**src/rtl/mdu_if.sv**
```systemverilog
// Handshake bundle between the execute stage and the multiply/divide sequencer.
interface mdu_if #(
    parameter int WIDTH = 64
);
    logic             flush;
    logic             in_valid;
    logic             in_ready;
    logic [2:0]       op;
    logic             word;
    logic [WIDTH-1:0] a;
    logic [WIDTH-1:0] b;
    logic             out_valid;
    logic             out_ready;
    logic [WIDTH-1:0] c;
    logic             busy;

    modport master (
        output flush, in_valid, op, word, a, b, out_ready,
        input  in_ready, out_valid, c, busy
    );

    modport slave (
        input  flush, in_valid, op, word, a, b, out_ready,
        output in_ready, out_valid, c, busy
    );
endinterface

```
**src/rtl/mdu_ctrl.sv**
```systemverilog
// RV64M multiply/divide sequencer: one shift-add or restoring-divide step per cycle,
// result held until the pipeline takes it.
module mdu_ctrl #(
    parameter int WIDTH = 64
) (
    input logic  clk,
    input logic  reset,
    mdu_if.slave bus
);
    localparam int HALF = WIDTH / 2;
    localparam int CW   = $clog2(WIDTH) + 1;
    localparam logic [CW-1:0] ITER_FULL = CW'(WIDTH);
    localparam logic [CW-1:0] ITER_HALF = CW'(HALF);

    typedef enum logic [1:0] {IDLE, CALC, DONE} state_t;

    state_t           r_state, w_next;
    logic             r_isDiv, r_isRem, r_word, r_qNeg, r_rNeg, r_special;
    logic [WIDTH-1:0] r_specVal, r_q, r_rem, r_d, r_c;
    logic [CW-1:0]    r_cnt;

    logic             w_inReady, w_accept, w_isDiv, w_isUns, w_isRem, w_signedDiv;
    logic             w_aNeg, w_bNeg, w_divZero, w_ovf, w_iterDone;
    logic [WIDTH-1:0] w_aExt, w_bExt, w_aMag, w_bMag, w_min, w_specVal;
    logic [WIDTH:0]   w_shift, w_trial;
    logic [WIDTH-1:0] w_quot, w_quotS, w_remS, w_raw, w_result;

    assign w_inReady = (r_state == IDLE) && !bus.flush;
    assign w_accept  = bus.in_valid && w_inReady;

    // Operand conditioning at accept: width/sign extension, magnitudes and the
    // two divide corner cases that bypass iteration entirely.
    always_comb begin
        w_isDiv     = bus.op[2];
        w_isUns     = bus.op[2] & bus.op[0];
        w_isRem     = bus.op[2] & bus.op[1];
        w_signedDiv = w_isDiv & ~w_isUns;
        w_aExt      = bus.a;
        w_bExt      = bus.b;
        if (bus.word) begin
            w_aExt = w_isUns ? {{HALF{1'b0}}, bus.a[HALF-1:0]} : {{HALF{bus.a[HALF-1]}}, bus.a[HALF-1:0]};
            w_bExt = w_isUns ? {{HALF{1'b0}}, bus.b[HALF-1:0]} : {{HALF{bus.b[HALF-1]}}, bus.b[HALF-1:0]};
        end
        w_aNeg    = w_signedDiv & w_aExt[WIDTH-1];
        w_bNeg    = w_signedDiv & w_bExt[WIDTH-1];
        w_aMag    = w_aNeg ? -w_aExt : w_aExt;
        w_bMag    = w_bNeg ? -w_bExt : w_bExt;
        w_min     = bus.word ? {{(HALF+1){1'b1}}, {(HALF-1){1'b0}}} : {1'b1, {(WIDTH-1){1'b0}}};
        w_divZero = w_isDiv && (w_bExt == '0);
        w_ovf     = w_signedDiv && (w_aExt == w_min) && (&w_bExt);
        w_specVal = w_divZero ? (w_isRem ? w_aExt : '1) : (w_isRem ? '0 : w_min);
    end

    always_comb begin
        w_iterDone = (r_cnt == (r_word ? ITER_HALF : ITER_FULL));
        w_shift    = {r_rem, r_q[WIDTH-1]};
        w_trial    = w_shift - {1'b0, r_d};
        w_quot     = r_word ? {{HALF{1'b0}}, r_q[HALF-1:0]} : r_q;
        w_quotS    = r_qNeg ? -w_quot : w_quot;
        w_remS     = r_rNeg ? -r_rem : r_rem;
        w_raw      = r_special ? r_specVal : (!r_isDiv ? r_rem : (r_isRem ? w_remS : w_quotS));
        w_result   = r_word ? {{HALF{w_raw[HALF-1]}}, w_raw[HALF-1:0]} : w_raw;
    end

    always_ff @(posedge clk or posedge reset) begin
        if (reset) r_state <= IDLE;
        else       r_state <= w_next;
    end

    always_comb begin
        w_next = r_state;
        case (r_state)
            IDLE:    if (w_accept) w_next = CALC;
            CALC:    if (r_special || w_iterDone) w_next = DONE;
            DONE:    if (bus.out_ready) w_next = IDLE;
            default: w_next = IDLE;
        endcase
        if (bus.flush) w_next = IDLE;
    end

    // Multiply reuses r_rem as accumulator, r_d as shifting multiplicand and
    // r_q as shifting multiplier; divide keeps the dividend in the top of r_q.
    always_ff @(posedge clk or posedge reset) begin
        if (reset) begin
            r_isDiv   <= 1'b0;
            r_isRem   <= 1'b0;
            r_word    <= 1'b0;
            r_qNeg    <= 1'b0;
            r_rNeg    <= 1'b0;
            r_special <= 1'b0;
            r_specVal <= '0;
            r_q       <= '0;
            r_rem     <= '0;
            r_d       <= '0;
            r_c       <= '0;
            r_cnt     <= '0;
        end else if (w_accept) begin
            r_isDiv   <= w_isDiv;
            r_isRem   <= w_isRem;
            r_word    <= bus.word;
            r_qNeg    <= w_aNeg ^ w_bNeg;
            r_rNeg    <= w_aNeg;
            r_special <= w_divZero | w_ovf;
            r_specVal <= w_specVal;
            r_rem     <= '0;
            r_cnt     <= '0;
            if (w_isDiv) begin
                r_q <= bus.word ? {w_aMag[HALF-1:0], {HALF{1'b0}}} : w_aMag;
                r_d <= w_bMag;
            end else begin
                r_q <= w_bExt;
                r_d <= w_aExt;
            end
        end else if (r_state == CALC && !bus.flush) begin
            if (r_special || w_iterDone) begin
                r_c <= w_result;
            end else begin
                r_cnt <= r_cnt + CW'(1);
                if (r_isDiv) begin
                    if (!w_trial[WIDTH]) begin
                        r_rem <= w_trial[WIDTH-1:0];
                        r_q   <= {r_q[WIDTH-2:0], 1'b1};
                    end else begin
                        r_rem <= w_shift[WIDTH-1:0];
                        r_q   <= {r_q[WIDTH-2:0], 1'b0};
                    end
                end else begin
                    if (r_q[0]) r_rem <= r_rem + r_d;
                    r_d <= {r_d[WIDTH-2:0], 1'b0};
                    r_q <= {1'b0, r_q[WIDTH-1:1]};
                end
            end
        end
    end

    assign bus.in_ready  = w_inReady;
    assign bus.out_valid = (r_state == DONE);
    assign bus.busy      = (r_state != IDLE);
    assign bus.c         = r_c;
endmodule

```
**src/flat_wrapper.sv**
```systemverilog
// flat-port wrapper written by rule: the top's interface ports become plain ports
module mdu_ctrl_flat 
#(
    parameter int WIDTH = 64
)
  (clk, reset, bus_flush, bus_in_valid, bus_op, bus_word, bus_a, bus_b, bus_out_ready, bus_in_ready, bus_out_valid, bus_c, bus_busy);
  mdu_if #(.WIDTH(WIDTH)) bus_i ();
  input logic clk;
  input logic reset;
  input wire logic [$bits(bus_i.flush)-1:0] bus_flush;
  input wire logic [$bits(bus_i.in_valid)-1:0] bus_in_valid;
  input wire logic [$bits(bus_i.op)-1:0] bus_op;
  input wire logic [$bits(bus_i.word)-1:0] bus_word;
  input wire logic [$bits(bus_i.a)-1:0] bus_a;
  input wire logic [$bits(bus_i.b)-1:0] bus_b;
  input wire logic [$bits(bus_i.out_ready)-1:0] bus_out_ready;
  output wire logic [$bits(bus_i.in_ready)-1:0] bus_in_ready;
  output wire logic [$bits(bus_i.out_valid)-1:0] bus_out_valid;
  output wire logic [$bits(bus_i.c)-1:0] bus_c;
  output wire logic [$bits(bus_i.busy)-1:0] bus_busy;
  assign bus_i.flush = bus_flush;
  assign bus_i.in_valid = bus_in_valid;
  assign bus_i.op = bus_op;
  assign bus_i.word = bus_word;
  assign bus_i.a = bus_a;
  assign bus_i.b = bus_b;
  assign bus_i.out_ready = bus_out_ready;
  assign bus_in_ready = bus_i.in_ready;
  assign bus_out_valid = bus_i.out_valid;
  assign bus_c = bus_i.c;
  assign bus_busy = bus_i.busy;
  mdu_ctrl #(.WIDTH(WIDTH)) u_core (.clk(clk), .reset(reset), .bus(bus_i));
endmodule
```
**config.mk**
```make
export PLATFORM = sky130hd
export DESIGN_NAME = mdu_ctrl_flat
export DESIGN_NICKNAME = d
export VERILOG_FILES = /design/src/rtl/mdu_if.sv /design/src/rtl/mdu_ctrl.sv /design/src/flat_wrapper.sv
export SDC_FILE = /design/constraint.sdc
export NUM_CORES = 2
export LEC_CHECK = 0
export BUFFER_PORTS_ARGS = -buffer_cell sky130_fd_sc_hd__buf_2
export CAP_MARGIN = 15
export CORE_UTILIZATION = 57
export DETAILED_ROUTE_END_ITERATION = 10
export PLACE_DENSITY_LB_ADDON = 0.15
export RECOVER_POWER = 50
export SLEW_MARGIN = 20
export SYNTH_ARGS = -nofsm -noshare
export SYNTH_HDL_FRONTEND = slang
export SYNTH_SLANG_ARGS = --single-unit
```
**constraint.sdc**
```tcl
create_clock -name clk -period 12.1 [get_ports clk]
set_clock_uncertainty 0.15 [all_clocks]
set_input_delay 2.42 -clock clk [delete_from_list [all_inputs] [get_ports clk]]
set_output_delay 2.42 -clock clk [all_outputs]
set_load 0.05 [all_outputs]
```
; ---- Word-level counts from Yosys, hierarchy flattened
; Cells that the tools add are included.
[word_totals]
output_inout_bits = 67
register_bits = 335
wordCells = 101
inputBits = 137
[op_classes]
bitwise_logic = 9
n_reduce_logical = 19
n_addsub = 7
n_eq_ne = 9
mux = 44
[op_table]
columns = op, n
row1 = 64-bit 2-to-1 mux, 33
row2 = 64-bit negator, 4
row3 = 65-bit by 64-bit subtractor with 65-bit output, 1
row4 = 64-bit adder, 1
row5 = 64-bit equality test, 1
row6 = 64-bit logical NOT, 1
row7 = 64-bit AND reduction, 1
row8 = 63-bit 2-to-1 mux, 1
row9 = 7-bit 2-to-1 mux, 4
row10 = 3-bit AND reduction, 4
row11 = 2-bit 2-to-1 mux, 4
row12 = 7-bit by 1-bit adder with 7-bit output (second input constant), 1
row13 = 7-bit equality test, 1
row14 = 1-bit logical AND, 6
row15 = 3-bit by 2-bit != test with 1-bit output (second input constant), 2
row16 = 2-bit case mux with 3 select lines, 1
row17 = 1-bit bitwise AND, 5
row18 = 2-bit nonzero test, 2
row19 = 3-bit != test (second input constant), 1
row20 = 3-bit nonzero test, 1
row21 = 2-bit by 1-bit equality test with 1-bit output (second input constant), 1
row22 = 2-bit equality test (second input constant), 1
row23 = 2-bit logical NOT, 1
row24 = 2-bit by 1-bit != test with 1-bit output (second input constant), 1
row25 = other kinds (8), 9

; ---- Logic depth before layout (Yosys ltp)
[logic_depth]
word_depth = 8
mapped_depth = 14
ltp_nobuf = 13

; ---- Worst setup path before layout
; Ideal clock, no wire load.
[synth_timing]
kind = input-to-output
start = in bus_flush
end = out bus_in_ready
path_buffers = 0
arrival_time_ps = 3543
t_required_ps = 9530
cell_stages = 1
path_slack_ps = 5987
path_cell_list = nor3_1
[synth_via]
elab_chain_len = 2
[synth_rtl]
columns = item, line_no
row1 = from (decl), flat_wrapper.sv:10  ; input wire logic [$bits(bus_i.flush)-1:0] bus_flush;
row2 = 1-bit logical NOT, mdu_ctrl.sv:28  ; assign w_inReady = (r_state == IDLE) && !bus.flush;
row3 = 1-bit logical AND, mdu_ctrl.sv:28
row4 = to (decl), flat_wrapper.sv:17  ; output wire logic [$bits(bus_i.in_ready)-1:0] bus_in_ready;
; No other way between the ends.

; ---- Worst setup path after layout
[layout_timing]
start = in bus_flush
end = reg u_core.r_q[0]
[layout_via]
elab_chain_len = 5
word_cells_on_any_way = 8
cone_classes = eq/ne: 1 / mux: 1 / reduce/logical: 6
[layout_rtl]
columns = item, line_no
row1 = 1-bit logical NOT *, "mdu_ctrl.sv:28, mdu_ctrl.sv:114"
row2 = 1-bit logical AND, mdu_ctrl.sv:28
row3 = 1-bit logical AND, mdu_ctrl.sv:29  ; assign w_accept = bus.in_valid && w_inReady;
row4 = 2-bit by 1-bit != test with 1-bit output (no source line) or 2-bit nonzero test (tied branches), --
row5 = 2-bit AND reduction (no source line), --
row6 = to (signal assigned), mdu_ctrl.sv:108  ; r_q <= bus.word ? {w_aMag[HALF-1:0], {HALF{1'b0}}} : w_aMag;
row7 = to (signal assigned), mdu_ctrl.sv:111  ; r_q <= w_bExt;
row8 = to (signal assigned), mdu_ctrl.sv:122  ; r_q <= {r_q[WIDTH-2:0], 1'b1};
row9 = to (decl), mdu_ctrl.sv:19  ; logic [WIDTH-1:0] r_specVal, r_q, r_rem, r_d, r_c;
; Every way passes the cells marked *; elsewhere a longest branch is shown, timed or not.
; A chain may end at the register's enable or synchronous reset.

==> reports/metrics.yaml <==
outcome:
  outcome: "finished, violations left"
  violations: "capacitance limit, slew limit"
worst_setup_path:
  cpMostUsedCell: "clkbuf_1"
  cp_top_family: "buffers and inverters"
  r2r_start: "u_core.r_state[0]"
  path_max_fanout: 56
  slowest_delay_ns: 2.15
  endpoint_kind: "flip-flop"
  crit_path_start: "bus_flush"
  cp_slowest_cell: "clkbuf_1"
  crit_buf_inv: 3
  arrival_ns: 8.67
  path_cells: "clkbuf_1, nor3_1, nand2_1, clkbuf_1, clkbuf_1, a21oi_1, a31oi_1, o21ai_0"
  cp-start-kind: "input port"
  worstSetupPathType: "input port to flip-flop"
  cp_data_required_time_ns: 12.35
cts:
  clk_pin_slew_ns: 0.06
  ctsRootBufferMaster: "clkbuf_16"
  ctsLongestPathBuffers: 3
  postCtsSetupBuffers: 0
  clkSinkCount: 335
  clkLatencyLatePin_ns: 0.60
  cts-buffers-inserted: 41
  cts_tree: "yes"
  holdBufCountCts: 0
  cts_resized: 0
  h-tree-depth: 2
timing:
  setup_ws_ns: 3.676
  period_needed_ns: 8.424
  hold_slack_ns: 0.3262
  rsz0062_at_grt: "no"
  slew_violations: 323
  max_freq_ghz: 0.1187
  setup_violations: 0
  tightestPinTransition_ns: 3.704
  setup_tns_ns: 0
  finalHoldViolCount: 0
  slew_headroom_pct: -148.3
  fin_crit_sh_pct: 69.62
detailed_routing:
  drt_iter0_markers: 5585
  route.met3.wl_um: 19550
  drc: 0
  routed_wl_um: 139200
  highest_layer: "met5"
  firstDrtPassIters: 6
  drt-met1-wl_um: 57210
  dr_wl_met2_um: 55000
  wl_per_cell_um: 26.01
  final_antenna_net_count: 0
  via_per_inst: 6.908
  vias: 36980
final_layout:
  area_growth_pct: 7.331
  instances_no_fill: 5353
  stdcell_area_mm2: 0.03590
  fillers: 5513
  final_cell_mix: "a21oi_1 (519), nand2_1 (517), o21ai_0 (468)"
  fin_nets: 4829
  final_common_cell: "a21oi_1"
  layout-drive-gt1-share_pct: 7.023
  post-route-util_pct: 62.11
logic_synthesis:
  synth_area_per_cell_um2: 7.283
  synthArstFlopShare_pct: 100.0
  ys_ff_latch: 335
  yosysSeqAreaShare_pct: 25.06
  syn_nets: 4866
  syn_area_mm2: 0.03345
  synth_edf_count: 0
  synth_xor_area_share_pct: 6.913
  ys.flop_type: "dfrtp_1"
  synth_compound_area_share_pct: 33.01
  yosysWarningCount: 0
  synthAdderAreaFrac_pct: 5.132
  synth_top_cell_area_share_pct: 25.06
  post_synth_num_cell_types: 97
  synth_top_family_by_area: "compound AO/OA/AOI/OAI gates"
  synthCells: 4593
  synthSimpleGateAreaFrac_pct: 20.60
  synth_top_area_cell: "dfrtp_1"
  netlist_top_cells_area: "dfrtp_1 (25%), a21oi_1 (7.8%), o21ai_0 (7.0%)"
  synthMuxAreaShare_pct: 3.542
power:
  power_density_mw_per_mm2: 230.1
  power.total_mw: 8.261
  leakagePower_nw: 14.65
  vdd_drop_max_mv: 0.1687
placed_design:
  dp_hpwl_um: 105200
  place_area_mm2: 0.03461
  place_inst: 5278
  dpl_worst_slack_ns: 5.417
  portBuffers: 203
  routabilityCongestion: 1.039
floorplanning:
  rows: 88
  core_area_mm2: 0.05781
  die-area_mm2: 0.05966
  die_y_um: 244.2
  ios: 204
  start_util_pct: 57.87
  die_w_um: 244.2
global_routing:
  grtUsageTotal_pct: 45.49
  grt_overflow: 0
  grt_pass1_vias: 33040
  antenna_found_initial: 5
  grt_max_degree: 187
  grt_pass1_wl_um: 207500
run:
  max-cap-violations: 6
hold_path:
  min-delay-start: "u_core.bus.c[47]"
  hp-class: "flip-flop to flip-flop"
## cell families (layout without fill, tap and decap cells)
family / Yosys count / count (layout)
compound gates: 1772 / 1772
xor+xnor: 264 / 264
fa+ha+maj: 136 / 136
buf+inv: 494 / 486
flops: 335 / 335
mux: 114 / 114
other cells: 0 / 3
simple gates: 1478 / 1478
## routing by layer
metal	track usage, %	vias up
li1	-	16810
met4	20.85	2
met2	62.73	2471
met1	64.62	17330
met3	13.55	365
met5	0	-
## Yosys cell counts, types with 10 or more instances
library cell and instances:
o211ai_1 77, and2_1 26, inv_1 161, or2_2 15
a221o_1 20, nor3_1 107, nor2b_1 47, a211o_1 17
o21a_1 41, or4_1 23, nand3_1 66, a21boi_0 12
a31oi_1 70, o2111ai_1 10, o311ai_0 14, dfrtp_1 335
a21oi_1 521, a21o_1 69, o21ai_0 470, buf_2 19
nand4_1 56, o22ai_1 63, a211oi_1 71, o21bai_1 33
a41oi_1 10, o31ai_1 71, o41ai_1 28, o32ai_1 11
mux2i_1 106, and3_1 17, o22a_1 12, xnor2_1 173
buf_1 35, or3_1 48, nand2b_1 33, nor4_1 42
a22oi_1 36, ha_1 134, clkbuf_1 269, nand2_1 518
nor2_1 428, a311oi_1 11, xor2_1 91, a221oi_1 14
o221ai_1 24
## worst paths after layout
path	slack (ns)	end	depth (start not counted)
setup reg to reg	5.19	u_core.r_q[0]	7
setup / recovery	3.68	u_core.r_q[0]	8
hold / removal	0.33	u_core.bus.c[47]	2
min in group asynchronous	2.75	u_core.r_rem[58]	2
hold reg to reg	0.33	u_core.bus.c[47]	2
max in group asynchronous	4.42	u_core.r_isDiv	4
## registers in the layout, summed over array words and instances, names as in the netlist
register and count:
u_core.bus.c 64, u_core.r_d 64, u_core.r_q 64, u_core.r_rem 64, u_core.r_specVal 64, u_core.r_cnt 7
u_core.r_state 2, u_core.r_isDiv 1, u_core.r_isRem 1, u_core.r_qNeg 1, u_core.r_rNeg 1, u_core.r_special 1
u_core.r_word 1
## power breakdown
group | total (mW) | leakage (nW) | switching, mW | internal [mW]
registers | 2.08 | 4.25 | 0.616 | 1.47
logic | 4.82 | 9.70 | 3.20 | 1.63
clock network | 1.35 | 0.697 | 0.540 | 0.814
## area by class of cell
| cell class | instances | area, µm² | share of cell area (%) |
|---|---|---|---|
| sequential | 335 | 8397 | 23.39 |
| clock inverter | 14 | 244.0 | 0.6796 |
| inverter | 162 | 609.3 | 1.697 |
| tap | 765 | 957.2 | 2.666 |
| antenna | 3 | 7.507 | 0.02091 |
| multi-input combinational | 3764 | 23180 | 64.57 |
| clock buffer | 58 | 1191 | 3.318 |
| timing repair buffer | 252 | 1315 | 3.663 |
## tightest hold or removal path: cells and delay by family (launching register included)
| family | cells | cell delay [ns] |
|---|---|---|
| flops | 1 | 0.35 |
| simple gates | 2 | 0.10 |
(Power assumes the default switching activity.)
